--- src/rtl/ebr_pingpong_ctrl.sv ---
// Ping-pong controller for a 2*FRAME_LEN deep block RAM: the writer fills one bank
// while the reader drains the other, and frames are read back in the order written.
module ebr_pingpong_ctrl #(
  parameter int WIDTH     = 8,
  parameter int FRAME_LEN = 512,
  localparam int AW       = $clog2(2 * FRAME_LEN)
) (
  input  logic             i_clock,
  input  logic             i_reset,
  input  logic [WIDTH-1:0] i_in_data,
  input  logic             i_in_valid,
  output logic             o_in_ready,
  input  logic             i_wr_abort,
  output logic [WIDTH-1:0] o_ram_wr_data,
  output logic [AW-1:0]    o_ram_wr_addr,
  output logic             o_ram_wr_valid,
  output logic [AW-1:0]    o_ram_rd_addr,
  output logic             o_ram_rd_addr_valid,
  input  logic             i_ram_rd_addr_ready,
  output logic             o_rd_last,
  output logic [1:0]       o_frames_buffered,
  output logic             o_wr_frame_done,
  output logic             o_rd_frame_done
);

  localparam int CW = $clog2(FRAME_LEN);
  localparam logic [CW-1:0] CNT_LAST = CW'(FRAME_LEN - 1);
  localparam logic [AW-1:0] BANK_OFS = AW'(FRAME_LEN);

  logic [1:0]       full_q, full_d;
  logic             wr_bank_q, wr_bank_d;
  logic             rd_bank_q, rd_bank_d;
  logic [CW-1:0]    wr_cnt_q, wr_cnt_d;
  logic [CW-1:0]    rd_cnt_q, rd_cnt_d;
  logic             wr_valid_q, wr_valid_d;
  logic [WIDTH-1:0] wr_data_q, wr_data_d;
  logic [AW-1:0]    wr_addr_q, wr_addr_d;
  logic             wr_done_q, wr_done_d;
  logic             rd_done_q, rd_done_d;

  logic accept;
  logic rd_fire;
  logic wr_last;
  logic rd_last;

  assign o_in_ready          = !full_q[wr_bank_q] && !i_wr_abort;
  assign o_ram_rd_addr_valid = full_q[rd_bank_q];
  assign o_ram_rd_addr       = rd_bank_q ? (BANK_OFS + AW'(rd_cnt_q)) : AW'(rd_cnt_q);
  assign o_rd_last           = rd_last && o_ram_rd_addr_valid;
  assign o_frames_buffered   = {full_q[0] & full_q[1], full_q[0] ^ full_q[1]};
  assign o_ram_wr_valid      = wr_valid_q;
  assign o_ram_wr_data       = wr_data_q;
  assign o_ram_wr_addr       = wr_addr_q;
  assign o_wr_frame_done     = wr_done_q;
  assign o_rd_frame_done     = rd_done_q;

  assign accept  = i_in_valid && o_in_ready;
  assign rd_fire = o_ram_rd_addr_valid && i_ram_rd_addr_ready;
  assign wr_last = (wr_cnt_q == CNT_LAST);
  assign rd_last = (rd_cnt_q == CNT_LAST);

  always_comb begin
    full_d     = full_q;
    wr_bank_d  = wr_bank_q;
    rd_bank_d  = rd_bank_q;
    wr_cnt_d   = wr_cnt_q;
    rd_cnt_d   = rd_cnt_q;
    wr_valid_d = accept;
    wr_data_d  = wr_data_q;
    wr_addr_d  = wr_addr_q;
    wr_done_d  = 1'b0;
    rd_done_d  = 1'b0;

    // Abort only rewinds the fill pointer; o_in_ready is already low so nothing is accepted.
    if (i_wr_abort) begin
      wr_cnt_d = '0;
    end else if (accept) begin
      wr_data_d = i_in_data;
      wr_addr_d = wr_bank_q ? (BANK_OFS + AW'(wr_cnt_q)) : AW'(wr_cnt_q);
      if (wr_last) begin
        wr_cnt_d          = '0;
        full_d[wr_bank_q] = 1'b1;
        wr_bank_d         = !wr_bank_q;
        wr_done_d         = 1'b1;
      end else begin
        wr_cnt_d = wr_cnt_q + 1'b1;
      end
    end

    // The read bank is full and the write bank is not, so set and clear never collide.
    if (rd_fire) begin
      if (rd_last) begin
        rd_cnt_d          = '0;
        full_d[rd_bank_q] = 1'b0;
        rd_bank_d         = !rd_bank_q;
        rd_done_d         = 1'b1;
      end else begin
        rd_cnt_d = rd_cnt_q + 1'b1;
      end
    end
  end

  always_ff @(posedge i_clock) begin
    if (i_reset) begin
      full_q     <= '0;
      wr_bank_q  <= 1'b0;
      rd_bank_q  <= 1'b0;
      wr_cnt_q   <= '0;
      rd_cnt_q   <= '0;
      wr_valid_q <= 1'b0;
      wr_data_q  <= '0;
      wr_addr_q  <= '0;
      wr_done_q  <= 1'b0;
      rd_done_q  <= 1'b0;
    end else begin
      full_q     <= full_d;
      wr_bank_q  <= wr_bank_d;
      rd_bank_q  <= rd_bank_d;
      wr_cnt_q   <= wr_cnt_d;
      rd_cnt_q   <= rd_cnt_d;
      wr_valid_q <= wr_valid_d;
      wr_data_q  <= wr_data_d;
      wr_addr_q  <= wr_addr_d;
      wr_done_q  <= wr_done_d;
      rd_done_q  <= rd_done_d;
    end
  end

endmodule

--- config.mk ---
export PLATFORM = sky130hd
export DESIGN_NAME = ebr_pingpong_ctrl
export DESIGN_NICKNAME = d
export VERILOG_FILES = /design/src/rtl/ebr_pingpong_ctrl.sv
export SDC_FILE = /design/constraint.sdc
export NUM_CORES = 1
export LEC_CHECK = 0
export CORE_ASPECT_RATIO = 0.6
export CORE_MARGIN = 2
export CORE_UTILIZATION = 43
export DETAILED_ROUTE_END_ITERATION = 10
export HOLD_SLACK_MARGIN = 0.1
export PLACE_DENSITY = 0.83
export SLEW_MARGIN = 30
export SYNTH_ARGS = -nofsm -noshare
export SYNTH_HDL_FRONTEND = slang
export SYNTH_SLANG_ARGS = --single-unit
export TNS_END_PERCENT = 5
--- constraint.sdc ---
create_clock -name i_clock -period 2.2 [get_ports i_clock]
set_clock_uncertainty 0.1 [all_clocks]
set_input_delay 0.44 -clock i_clock [delete_from_list [all_inputs] [get_ports i_clock]]
set_output_delay 0.44 -clock i_clock [all_outputs]
set_load 0.01 [all_outputs]
==> impl_results.md <==
* Mapped Nets at 241
* Flop2flop setup slack at 0.09 ns
* CTS tree: done
* Most instantiated cells after synthesis: nand2_1 (47), dfxtp_1 (43), a21oi_1 (27), nor2_1 (21), nand3_1 (11)
* Final min period at 2.123 ns
* CORE AREA at 4076 µm²
* Worst VDD drop at 0.4210 mV
* Leak at 0.9162 nW
* Final-layout fill cell count at 340
* Maxcap violations at 0
* Inserted Diodes at 0
* Initial Util at 44.51%
* Yosys reg bits at 43
* Actual slew at the worst max-slew pin at 0.3298 ns
* Count leader, synth: nand2_1
* Critical path launch point type: register
* Crit path cell chain: mux2i_2 > inv_2 > clkdlybuf4s50_1
* Initial DRC Count at 134
* Async set-reset flop share out of synthesis at 0%
* Area delta synth->final at 43.10%
* Post-route clock period utilization at 96.49%
* Seq/Total Area, Yosys at 47.45%
* Number of synthesized flops with an enable pin at 0
* Nets at 299
* Post-placement setup slack at -0.07287 ns
* Post-route setup TNS at 0 ns
* Pwr/cell area at 616.6 nW/µm²
* Initial DRT Pass Iterations at 4
* DIE AREA at 4772 µm²
* Placed Cells at 334
* Clk Latency, worst-skew pair at 0.30 ns
* Buffers & Inverters on Critical Path at 2
* Max Slew Vio Count at 0
* Die height at 54.32 µm
* Fmax at 471.1 MHz
* Via Count at 1721
* CP Data Arrival Time at 1.58 ns
* Row count at 18
* CP max FO at 6
* All-Layer GR Usage at 18.94%
* CP peak stage delay at 0.55 ns
* Final Hold Fails at 0
* DRT Wirelength at 4.387 mm
* Die Wd at 87.86 µm
* Slew margin rel. at 77.97%
* YS warnings at 0
* Detailed Place HPWL at 3.154 mm
* Total gr overflow at 0
* Worst Path Required at 1.66 ns
* Yosys top cell area share at 47.45%
* Pin count of the biggest net entering global routing at 18
* CTS clk-pin slew, worst paths at 0.08 ns
* # DRC at 0
* Main synth FF type: dfxtp_1
* Finished Layout Cells at 342
* Port Buffers at 48
* Clock H-tree levels at 2
* ANT nets after route at 0
* CTS Root Cell: clkbuf_8
* CTS max path bufs at 2
* Setup Fix Bufs, Post-CTS at 0
* Top post-synthesis cells by area: dfxtp_1 (47%), nand2_1 (9.7%), a21oi_1 (7.4%), nor2_1 (4.3%), ha_1 (3.4%)
* CP Class: register to primary output
* Endpoint class of the critical path: primary output
* Synthesized area at 1814 µm²
* Slowest stage cell, crit path: clkdlybuf4s50_1
* HP Class: register to register
* CP delay by family, top: buffers and inverters
* Inserted Clock Buffers at 5
* Clock sink total at 43
* I/O pin cnt at 49
* Post-synth top area cell: dfxtp_1
* Initial antenna violation count at 0
* Vias in the first global route at 1515
* Setup violations, final at 0
* Share of layout cells above drive strength 1 at 14.18%
* RePlAce Congestion at 0.8555
* Global-route wire length before repair at 6.803 mm
* Worst setup margin at 0.07725 ns
* Cts hold-fix bufs at 0
* Routed vias/inst at 5.032
* Syn Inst Count at 223
* Status: complete, no violations
* Yosys cell types at 37
* WL/cell at 12.83 µm
* Avg Inst Size Synth at 8.136 µm²
-- area by class of cell --
cell class	count	area (µm²)	area share [%]
Multi-Input combinational cell	162	903.4	34.80
Sequential cell	43	864.6	33.30
Timing Repair Buffer	66	609.3	23.47
Tap cell	60	75.07	2.892
Clock buffer	6	72.57	2.795
Clock inverter	2	60.06	2.313
Inverter	3	11.26	0.4337
-- cell usage in the layout (no fill, tap or decap), types with 4 or more instances in the layout --
master           instances
ha_1                     5
clkdlybuf4s50_1         46
nor2_1                  20
dfxtp_1                 40
a21oi_1                 26
buf_4                   18
nand2_1                 47
xnor2_1                  7
o21ai_0                  6
nor3b_1                  4
nor3_1                   5
nand3_1                 11
clkbuf_8                 5
-- metrics by stage --
stage	util [%]	instance area [µm²]	power, W	hold slack (ns)
after global placement	59.82	2439	0.0009088	0.3435
after CTS	63.26	2579	0.001612	0.3599
final	63.69	2596	0.001601	0.3556
after detailed placement	59.82	2439	0.0009102	0.3490
after global routing	63.69	2596	0.001657	0.3818
after floorplan	-	1814	0.0008527	0.3494
-- repair_timing --
action	in CTS	in global routing
pin swaps	0	3
resized for setup	6	8
endpoints found under the setup margin	3	5
-- tightest hold or removal path: stages (launching register included) --
cell	delay, ns
dfxtp_1	0.31
nand2_1	0.05
a21oi_1	0.05
-- where the power goes --
part | internal, W | switching, W
Clock | 0.000453 | 0.000253
Combinational | 0.0000526 | 0.0000517
Sequential | 0.000786 | 0.00000385
Total | 0.00129 | 0.000309
-- cells by family (layout without fill, tap and decap cells) --
| group | after synthesis | in the layout | synth area share [%] |
|---|---|---|---|
| muxes | 3 | 3 | 1.931 |
| buffers and inverters | 18 | 77 | 4.276 |
| DFF | 43 | 43 | 47.45 |
| AOI/OAI and AO/OA | 41 | 41 | 12.76 |
| xor gates and xnor gates | 8 | 8 | 3.862 |
| adders and majority gates | 5 | 5 | 3.448 |
| and+or+nand+nor | 105 | 105 | 26.28 |
-- routing by layer --
layer	up-vias	wire, µm	GRT usage (%)	share of wire, %
met1	792	2212	26.16	50
met4	0	43	8.462	0.98
li1	871	-	-	-
met2	51	1909	27.40	44
met5	-	0	0	0
met3	7	221	5.732	5.0
-- worst paths after layout --
kind / from / to / depth (start not counted)
worst max register to register: wr_cnt_q[1] / wr_cnt_q[6] / 8
worst max-delay path: full_q[1] / o_ram_rd_addr_valid / 3
worst min-delay path: o_ram_wr_data[2] / o_ram_wr_data[2] / 2
worst min register to register: o_ram_wr_data[2] / o_ram_wr_data[2] / 2
-- sequential cells by signal, summed over array words and instances (netlist names), 2 cells and up --
| register | flops |
|---|---|
| full_q | 2 |
| o_ram_wr_addr | 10 |
| o_ram_wr_data | 8 |
| rd_cnt_q | 9 |
| wr_cnt_q | 9 |
Power figures use the tool's default switching activity.
